===== src/rtl/io_in_capture_cell.sv =====
// Pad input capture cell: gated pad -> synchronizer -> glitch filter -> capture register,
// with registered rise/fall event pulses and a sticky edge status flag.
module io_in_capture_cell #(
    parameter int SYNC_STAGES = 2,
    parameter int FILT_LEN    = 4,
    parameter int FILT_W      = 4
) (
    input  logic IQC,
    input  logic QRN,
    input  logic PAD_IN,
    input  logic IE,
    input  logic ISEL,
    input  logic IQE,
    input  logic FILT_EN,
    input  logic CLR,
    output logic A2F_OUT,
    output logic RISE,
    output logic FALL,
    output logic EDGE_STS
);

    logic                   din;
    logic [SYNC_STAGES-1:0] sync_q;
    logic                   sync;
    logic                   filt;
    logic                   filt_next;
    logic [FILT_W-1:0]      cnt;
    logic [FILT_W-1:0]      cnt_next;
    logic                   iq_reg;

    assign din  = PAD_IN & IE;
    assign sync = sync_q[SYNC_STAGES-1];

    // Any sample matching filt restarts the count; a new level is accepted on the
    // FILT_LEN-th consecutive differing sample.
    always_comb begin
        filt_next = filt;
        cnt_next  = '0;
        if (!FILT_EN) begin
            filt_next = sync;
        end else if (sync != filt) begin
            if (cnt == FILT_W'(FILT_LEN - 1))
                filt_next = sync;
            else
                cnt_next = cnt + FILT_W'(1);
        end
    end

    always_ff @(posedge IQC or negedge QRN) begin
        if (!QRN) begin
            sync_q   <= '0;
            filt     <= 1'b0;
            cnt      <= '0;
            iq_reg   <= 1'b0;
            RISE     <= 1'b0;
            FALL     <= 1'b0;
            EDGE_STS <= 1'b0;
        end else begin
            sync_q <= {sync_q[SYNC_STAGES-2:0], din};
            filt   <= filt_next;
            cnt    <= cnt_next;
            RISE   <= filt_next & ~filt;
            FALL   <= ~filt_next & filt;
            if (IQE)
                iq_reg <= filt_next;
            // Set has priority over clear when both occur in one cycle.
            if (filt_next != filt)
                EDGE_STS <= 1'b1;
            else if (CLR)
                EDGE_STS <= 1'b0;
        end
    end

    assign A2F_OUT = ISEL ? iq_reg : din;

endmodule


===== config.mk =====
export PLATFORM = sky130hd
export DESIGN_NAME = io_in_capture_cell
export DESIGN_NICKNAME = d
export VERILOG_FILES = /design/src/rtl/io_in_capture_cell.sv
export SDC_FILE = /design/constraint.sdc
export NUM_CORES = 1
export LEC_CHECK = 0
export CAP_MARGIN = 15
export CORE_AREA = 2 2 39 41
export DETAILED_ROUTE_END_ITERATION = 8
export DIE_AREA = 0 0 41 43
export GPL_TIMING_DRIVEN = 1
export PLACE_DENSITY = 0.67
export SYNTH_ARGS = -nofsm -noshare
export SYNTH_HDL_FRONTEND = slang
export SYNTH_SLANG_ARGS = --single-unit

===== constraint.sdc =====
create_clock -name IQC -period 1.6 [get_ports IQC]
set_input_delay 0.32 -clock IQC [delete_from_list [all_inputs] [get_ports IQC]]
set_output_delay 0.32 -clock IQC [all_outputs]
set_load 0.01 [all_outputs]

==> flow_summary_export.csv <==
group,metric,value,unit
layout,mostFrequentLayoutCells,"dfrtp_1 (11), clkdlybuf4s50_1 (10), buf_4 (4)",
grt,grt_overflow_total,0,
pwr,leakage,0.3248,nW
worst_setup_path,r2r_cells,5,
layout,final_core_util,0.4855,
run_status,violations,"negative setup slack",
yosys,ys_types,19,
yosys,seq_area_frac_synth,0.5946,
cts,cts_root_buf,"clkbuf_4",
timing,rsz0062_at_grt,"true",
placed_design,dpl_cell_area,618.1,um2
layout,final_common_cell,"dfrtp_1",
worst_setup_path,worst_ep_required_time,1.75,ns
grt,grt_max_degree,12,
timing,final_max_slew_viol_count,0,
worst_setup_path,critPathKind,"flip-flop to flip-flop",
routing,ant_nets,0,
layout,layout-area-overhead-vs-synth,45.14,%
timing,slew-limit-headroom,0.6937,
timing,tightest_slew,0.4581,ns
yosys,syn_nets,45,
floorplan,die_area,0.001763,mm2
cts,clockBufferDepth,2,
timing,fmax,593.1,MHz
routing,drt-initial-drc-count,0,
cts,numCtsBuffers,3,
timing,post-route-period-util,1.054,
routing,firstDrtPassIters,1,
layout,reg.largest.list,"cnt (4), sync_q (2)",
yosys,ys_seq_elements,11,
cts,tritoncts,"yes",
worst_setup_path,path_max_fanout,4,
yosys,async_flop_share,1.000,
floorplan,core_area,0.001384,mm2
grt,grt_use_total,0.1148,
timing,fin_crit,1.686,ns
cts,cts_sinks,11,
yosys,netlist_instances,35,
timing,fin_skew,0.008721,ns
routing,dr_total_vias,324,
yosys,synth_edf_count,0,
grt,antenna_found_initial,0,
worst_setup_path,worstPathArrival,1.83,ns
run,maxCapViolations,0,
placed_design,portBuffers,11,
layout,fillers,133,
timing,whs,0.3527,ns
worst_setup_path,cp-end-kind,"flip-flop",
layout,final_area,671.9,um2
routing,routedWlPerCell,9.757,um
layout,largest_reg_flops,4,
layout,fin_cells,70,
placed_design,dp_hpwl,553.7,um
routing,drc,0,
routing,vias_per_cell,4.629,
yosys,syn_area,462.9,um2
cts,worstSkewPairLatency,0.26,ns
cts,postCtsHoldBufs,0,
worst_setup_path,cp-start-kind,"flip-flop",
grt,first_global_vias,336,
layout,final_layout_size_suffix_gt1_frac,0.3333,
placed_design,dp.cells,65,
placed_design,gp_congestion,0.6441,
layout,antennaDiodeCount,0,
floorplan,die_w,41,um
hold_path,hold_class,"flip-flop to flip-flop",
cts,clk_pin_slew,0.07,ns
run_status,status,"finished with violations",
timing,setup_ws,-0.08604,ns
yosys,ys.flop_type,"dfrtp_1",
pwr,powerDensity,874.4,mW/mm2
layout,fin_nets,65,
yosys,ys_warn_count,0,
timing,hold_viol,0,
floorplan,initial_core_util,0.3345,
pwr,vdd_drop_max,528.5,uV
routing,drt_wl_total,683,um
yosys,avgSynthCellArea,13.23,um2
floorplan,num_io_pins,12,
layout,regMostFlops,"cnt",
floorplan,num_rows,14,
hold_path,holdPathStages,0,
floorplan,dieHeight,43,um
cts,cts-htree-levels,1,
grt,grt_pass1_wl,1317,um
timing,finalSetupViolCount,2,
-- Yosys cell counts, types with 2 or more instances --
master / number / area, um2
dfrtp_1: 11 / 275.3
xor2_1: 2 / 17.52
ha_1: 2 / 25.02
inv_1: 2 / 7.510
nor2_1: 3 / 11.26
nand3_1: 2 / 10.01
-- final cells by class --
| cell class | instances | area, um2 | share of cell area |
|---|---|---|---|
| multi-input combinational | 22 | 201.4 | 0.2998 |
| clock buffer | 4 | 26.28 | 0.03911 |
| timing repair buffer | 15 | 141.4 | 0.2104 |
| sequential | 11 | 275.3 | 0.4097 |
| inverter | 2 | 7.507 | 0.01117 |
| tap | 16 | 20.02 | 0.02980 |
-- logic make-up after synthesis --
family,Yosys count,synth area share
AO/OA/AOI/OAI,4,0.06757
XOR/XNOR,3,0.05677
adder cells (fa/ha/maj),2,0.05405
buffers and inverters,2,0.01622
flip-flops,11,0.5946
multiplexers,2,0.05675
AND/OR/NAND/NOR,11,0.1541
-- metrics by stage --
stage | total power, mW | worst slack (ns) | setup TNS (ns)
floorplan | 0.3470 | -0.05093 | -0.05093
global placement | 0.4020 | -0.3043 | -0.4504
CTS | 0.5853 | -0.09089 | -0.09681
global route | 0.6276 | -0.1562 | -0.2635
detailed placement | 0.4042 | -0.3271 | -0.4730
finish | 0.5875 | -0.08604 | -0.1220
-- worst max-delay path: stages, from the launching register on --
cell and delay, ns:
dfrtp_1 0.36, ha_2 0.18, or3b_4 0.40, a211o_2 0.33, ha_4 0.26, o21ai_2 0.04
-- routing by layer --
metal	routed length, um	global-route usage
met3	44	0.06283
met4	10	0.06000
met2	355	0.1594
met1	273	0.1371
met5	0	0
-- power breakdown --
part / switching [mW] / internal (mW)
Combinational: 0.0382 / 0.0623
Sequential: 0.00977 / 0.297
Clock: 0.0840 / 0.0962
-- final timing paths --
path                                      from                    to  slack (ns)
setup / recovery              cnt[1]$_DFF_PN0_  EDGE_STS$_DFFE_PN0P_       -0.09
hold / removal             sync_q[0]$_DFF_PN0_   sync_q[1]$_DFF_PN0_        0.35
setup reg to reg              cnt[1]$_DFF_PN0_  EDGE_STS$_DFFE_PN0P_       -0.09
hold reg to reg            sync_q[0]$_DFF_PN0_   sync_q[1]$_DFF_PN0_        0.35
max in group asynchronous                  QRN  EDGE_STS$_DFFE_PN0P_        0.91
min in group asynchronous                  QRN        FALL$_DFF_PN0_        0.37
-- what timing repair did --
action                                  4_1_cts  5_1_grt
resized for setup                             5        4
pin swaps                                     1        1
setup buffers                                 1        0
endpoints found under the hold margin         0        0
endpoints found under the setup margin        3        4
Power figures use the tool's default switching activity.
